[config.mk]
export PLATFORM = sky130hd
export DESIGN_NAME = apb_master
export DESIGN_NICKNAME = d
export VERILOG_FILES = /design/src/rtl/apb_master.sv
export SDC_FILE = /design/constraint.sdc
export NUM_CORES = 1
export LEC_CHECK = 0
export ABC_AREA = 1
export CAP_MARGIN = 20
export CORE_ASPECT_RATIO = 1.4
export CORE_MARGIN = 4
export CORE_UTILIZATION = 40
export CTS_BUF_LIST = sky130_fd_sc_hd__clkbuf_2 sky130_fd_sc_hd__clkbuf_4 sky130_fd_sc_hd__clkbuf_8
export DETAILED_ROUTE_END_ITERATION = 8
export PLACE_DENSITY_LB_ADDON = 0.12
export SLEW_MARGIN = 20
export SYNTH_ARGS = -nofsm -noshare
export SYNTH_HDL_FRONTEND = slang
export SYNTH_SLANG_ARGS = --single-unit
[constraint.sdc]
create_clock -name i_PCLK -period 1.4 [get_ports i_PCLK]
set_input_delay 0.14 -clock i_PCLK [delete_from_list [all_inputs] [get_ports i_PCLK]]
set_output_delay 0.14 -clock i_PCLK [all_outputs]
set_load 0.01 [all_outputs]
[src/rtl/apb_master.sv]
// apb_master -- APB requester for single read/write transfers.
//
// A local command port (i_req/o_cmd_ready handshake) launches one transfer.
// The transfer is sequenced IDLE -> SETUP -> ACCESS. PREADY wait states are
// honoured, and PRDATA/PSLVERR are captured when the slave completes. An
// optional limit on wait states aborts a hung transfer.
//
// Ports
//   i_PCLK, i_PRESETn               clock, synchronous active-low reset
//   i_req, i_write, i_addr, i_wdata command in (held until accepted)
//   o_cmd_ready                     command accepted on i_req && o_cmd_ready
//   o_done, o_rdata, o_err,         completion pulse and status
//   o_timeout
//   o_PSELx, o_PENABLE, o_PWRITE,   APB requester outputs
//   o_PADDR, o_PWDATA
//   i_PREADY, i_PSLVERR, i_PRDATA   APB slave responses
//
// Every output comes straight from a flop. The bus control outputs are
// loaded from the next state, so they line up with the state register.
module apb_master #(
    parameter int WDATA   = 8,
    parameter int WADDR   = 8,
    parameter int TIMEOUT = 16    // ACCESS wait cycles before abort, 0 = never
) (
    input  logic             i_PCLK,
    input  logic             i_PRESETn,
    input  logic             i_req,
    input  logic             i_write,
    input  logic [WADDR-1:0] i_addr,
    input  logic [WDATA-1:0] i_wdata,
    output logic             o_cmd_ready,
    output logic             o_done,
    output logic [WDATA-1:0] o_rdata,
    output logic             o_err,
    output logic             o_timeout,
    output logic             o_PSELx,
    output logic             o_PENABLE,
    output logic             o_PWRITE,
    output logic [WADDR-1:0] o_PADDR,
    output logic [WDATA-1:0] o_PWDATA,
    input  logic             i_PREADY,
    input  logic             i_PSLVERR,
    input  logic [WDATA-1:0] i_PRDATA
);

    // Counter wide enough to hold TIMEOUT; keep one bit when timeout is off.
    localparam int CW = (TIMEOUT > 0) ? $clog2(TIMEOUT + 1) : 1;
    localparam logic [CW-1:0] CNT_LAST = CW'((TIMEOUT > 0) ? TIMEOUT - 1 : 0);

    typedef enum logic [1:0] {
        S_IDLE   = 2'd0,
        S_SETUP  = 2'd1,
        S_ACCESS = 2'd2
    } state_t;

    state_t        state_q, state_d;
    logic [CW-1:0] wait_cnt;
    logic          accept;
    logic          finish;     // slave completed (PREADY=1 in ACCESS)
    logic          tmo_hit;    // wait-state limit reached

    // State register
    always_ff @(posedge i_PCLK) begin
        if (!i_PRESETn) state_q <= S_IDLE;
        else            state_q <= state_d;
    end

    // Next state
    always_comb begin
        state_d = state_q;
        accept  = 1'b0;
        finish  = 1'b0;
        tmo_hit = 1'b0;
        case (state_q)
            S_IDLE: begin
                if (i_req) begin
                    accept  = 1'b1;
                    state_d = S_SETUP;
                end
            end
            S_SETUP: state_d = S_ACCESS;
            S_ACCESS: begin
                if (i_PREADY) begin
                    finish  = 1'b1;
                    state_d = S_IDLE;
                end else if (TIMEOUT != 0 && wait_cnt == CNT_LAST) begin
                    tmo_hit = 1'b1;
                    state_d = S_IDLE;
                end
            end
            default: state_d = S_IDLE;
        endcase
    end

    // Wait-state counter. It is cleared in SETUP and only compared in
    // ACCESS. It saturates so that an unlimited wait (TIMEOUT=0) never wraps.
    always_ff @(posedge i_PCLK) begin
        if (!i_PRESETn)
            wait_cnt <= '0;
        else if (state_q == S_SETUP)
            wait_cnt <= '0;
        else if (state_q == S_ACCESS && !i_PREADY && wait_cnt != {CW{1'b1}})
            wait_cnt <= wait_cnt + 1'b1;
    end

    // Registered outputs
    always_ff @(posedge i_PCLK) begin
        if (!i_PRESETn) begin
            o_cmd_ready <= 1'b1;
            o_done      <= 1'b0;
            o_rdata     <= '0;
            o_err       <= 1'b0;
            o_timeout   <= 1'b0;
            o_PSELx     <= 1'b0;
            o_PENABLE   <= 1'b0;
            o_PWRITE    <= 1'b0;
            o_PADDR     <= '0;
            o_PWDATA    <= '0;
        end else begin
            o_cmd_ready <= (state_d == S_IDLE);
            o_PSELx     <= (state_d != S_IDLE);
            o_PENABLE   <= (state_d == S_ACCESS);
            o_done      <= finish | tmo_hit;

            // Command fields stay on the bus after completion until the
            // next accept. Status is cleared when a new transfer starts.
            if (accept) begin
                o_PADDR   <= i_addr;
                o_PWRITE  <= i_write;
                o_PWDATA  <= i_wdata;
                o_err     <= 1'b0;
                o_timeout <= 1'b0;
            end

            if (finish) begin
                o_err     <= i_PSLVERR;
                o_timeout <= 1'b0;
                // Read data is only taken from a successful read.
                if (!o_PWRITE && !i_PSLVERR)
                    o_rdata <= i_PRDATA;
            end

            if (tmo_hit) begin
                o_err     <= 1'b1;
                o_timeout <= 1'b1;
            end
        end
    end

endmodule

==> run metrics <==
outcome=complete, no violations; clock group share of total power=0.364; most repeated cell in the gate-level netlist after synthesis=sky130_fd_sc_hd__nor2_1; FF+latch area=764 um2; count of fill cells added during filler insertion=335; share of synthesized flip-flops with an asynchronous set or reset=0; maximum resistive drop on vdd=0.850 mV; DPL Wire Length=2730 um; max_slew headroom=0.698; Least-Margin Pin Slew=about 450 ps; worst-path cell with the longest stage delay=sky130_fd_sc_hd__dfxtp_2; Final Worst Setup Slack=roughly 38 ps; antenna-violating nets left=0; reg-to-reg startpoint=wait_cnt[0]$_SDFFE_PP0P_; number of nets in the synthesized netlist=~230; effective utilization at floorplan=0.417; max-cap violations=0; proportion of power drawn by flip-flops and latches=0.467; detailed-route wire length per cell=12.2 um; Worst setup SP type=register; largest net degree at the start of global routing=18; Post-Layout Inst Area=around 2400 um2; buffers added on ports=60; Final Cycle Share=0.973; Sw Ratio=0.243; highest clock rate=734 MHz; drt first pass iters=4; Yosys Warn Count=0; Hold Path Origin=i_wdata[7]; total power density per cell area=1050 nW/um2; standard-cell rows=26; shortest clock period the worst path allows after layout=between 1000 and 1500 ps; clock latency of the later-clocked register in the worst-skew pair=290 ps; first-pass GRT wire length=roughly 6300 um; number of instances in the synthesized netlist=~200; cell mode on critical path=sky130_fd_sc_hd__nand2_1; vias after detailed routing=around 1500; CTS Sinks=38; final global-route overflow total=0; kind of capture point of the worst setup path=register; Total Nets Final=slightly above 300; Root Driver=sky130_fd_sc_hd__clkbuf_8; reported net switching power=between 0.0006 and 0.0007 W; main flop type after synthesis=sky130_fd_sc_hd__dfxtp_1; Inserted Diodes=0; startpoint of the worst setup timing path=wait_cnt[0]$_SDFFE_PP0P_; Hold WC Path Type=primary input to register; worst endpoint data arrival time=1550 ps; final count of pins violating max slew=0; horizontal die dimension=about 60 um; TritonCTS clock tree=yes; 1st-iter DRT viols=30; number of hold-slack violations in the final timing report=0; number of enable flip-flop cells after synthesis=0; internal power component=0.00191 W; post-placement setup slack=5.87 ps; fraction of final layout cells with drive strength greater than 1=0.166; post-layout util=0.658; sequential element share of the synthesized area=0.501; Logic pwr share=0.169; kind of critical path=register to register; number of antenna violations at the first check in global routing=0; number of different library cells in the post-synthesis netlist=24; footprint of the multi-input gates=~700 um2; number of buffers inserted for hold repair after clock tree synthesis=0; setup_tns=0 ps; flop and latch count out of synthesis=38; CP Data Required Time=between 1500 and 2000 ps; top cells by count, synth=62 x sky130_fd_sc_hd__nor2_1, 38 x sky130_fd_sc_hd__dfxtp_1, 26 x sky130_fd_sc_hd__nand2_1; maximum cell stage delay along the critical path=about 340 ps; Placeable Area=3640 um2; die height=80.9 um; post-detailed-routing wire length=3820 um; count of H-tree levels built during CTS=2; library cell occupying the most area in the post-synthesis netlist=sky130_fd_sc_hd__dfxtp_1; leakage power=just under 1 nW; synth-to-layout area growth=57.9%; Residual DRC=0; top cells by area, synth=sky130_fd_sc_hd__dfxtp_1 50%, sky130_fd_sc_hd__nor2_1 15%, sky130_fd_sc_hd__nand2_1 6.4%, sky130_fd_sc_hd__o21ai_0 5.9%, sky130_fd_sc_hd__nand3b_1 4.0%; CTS Buffer Depth=2; setup skew after layout=5.60 ps; total global-route track usage=0.173; clock-pin transition on the worst setup and hold timing paths=~80 ps; Cell Chain, Critical Path=ha_4, nand2_2, nor2_4, ha_2, inv_2, nand3_2, and2_4, nand2_1, nand2_1; area share of the largest cell type after synthesis=0.501; num ports=61; Setup Viol. Count Final=0; Avg Cell Area, Syn=slightly below 8 um2; number of global-route vias before repair=roughly 1500; RSZ-0062 raised after global routing=true; RD Place Congestion=roughly 0.82; critical-path maximum fanout=3; die area=between 4000 and 5000 um2; Post-Synthesis Cell Area=between 1500 and 2000 um2; number of buffers added by the clock tree synthesis step=5; Vias/cell=4.72; placed standard-cell area=2220 um2
==> cell type report <==
class | instances | share of cell area
tap | 42 | 0.0219
inverter | 14 | 0.0230
sequential | 38 | 0.319
multi-input combinational | 138 | 0.298
timing repair buffer | 73 | 0.292
clock inverter | 3 | 0.0167
clock buffer | 5 | 0.0287
==> placed cells by master (no fill, tap or decap), drive strengths merged, types with 2 or more instances in the layout <==
| cell | instances |
|---|---|
| a21oi | 3 |
| buf | 13 |
| clkbuf | 5 |
| clkdlybuf4s50 | 59 |
| clkinv | 2 |
| dfxtp | 38 |
| ha | 3 |
| inv | 14 |
| nand2 | 27 |
| nand3 | 6 |
| nand3b | 8 |
| nand4 | 2 |
| nor2 | 64 |
| o21ai | 21 |
==> stage by stage <==
stage	power, W	cells	hold WS [ps]
after floorplan	0.00138	196	258
after global placement	0.00162	304	450
after detailed placement	0.00162	304	455
after CTS	0.00254	312	455
after global routing	0.00265	313	474
final	0.00252	313	465
==> logic make-up (layout without fill, tap and decap cells) <==
group	count (synthesis)	count (layout)	share of synthesized area
simple gates	109	109	0.322
flops	38	38	0.501
compound gates	25	25	0.0833
buf+inv	20	95	0.0627
fa+ha+maj	3	3	0.0247
xor+xnor	1	1	0.00577
==> path summary, 6_finish.rpt <==
path                            cells after the start                        to  slack (ps)
worst max-delay path                                9    o_cmd_ready$_SDFF_PN1_          40
worst min-delay path                                3  o_PWDATA[7]$_SDFFE_PN0P_         460
worst max register to register                      9    o_cmd_ready$_SDFF_PN1_          40
worst min register to register                      2   o_rdata[2]$_SDFFE_PN0P_         470
==> power by group through the flow <==
stage,logic [W],registers (W),clock network (W)
floorplan,0.000153,0.00123,0
global placement,0.000420,0.00120,0
finish,0.000424,0.00118,0.000917
detailed placement,0.000419,0.00120,0
global route,0.000470,0.00119,0.000995
CTS,0.000423,0.00118,0.000942
==> registers in the layout, summed over array words and instances, names as in the netlist <==
signal       cells
o_PSELx          1
o_PADDR          8
state_q          2
o_done           1
o_PENABLE        1
o_PWDATA         8
o_cmd_ready      1
o_timeout        1
o_PWRITE         1
o_rdata          8
wait_cnt         5
o_err            1
==> layer usage <==
metal  up-vias  track usage  share of wire  wire, um
met5         -            0              0         0
met3        10       0.0604          0.072       277
met4         0       0.0931          0.023        89
met2        46        0.297           0.52      1980
li1        766            -              -         -
met1       655        0.180           0.39      1480
==> critical path: cells and delay by family (launching register included) <==
kind | cells | cell delay, ps
fa+ha+maj | 2 | 360
buf+inv | 1 | 70
flops | 1 | 340
simple gates | 6 | 480
==> repair_timing <==
action | 4_1_cts | 5_1_grt
buffers inserted | 0 | 1
resized for setup | 6 | 14
endpoints found under the setup margin | 8 | 9
pin swaps | 0 | 6
No activity file was read; power rests on OpenSTA's default activity.
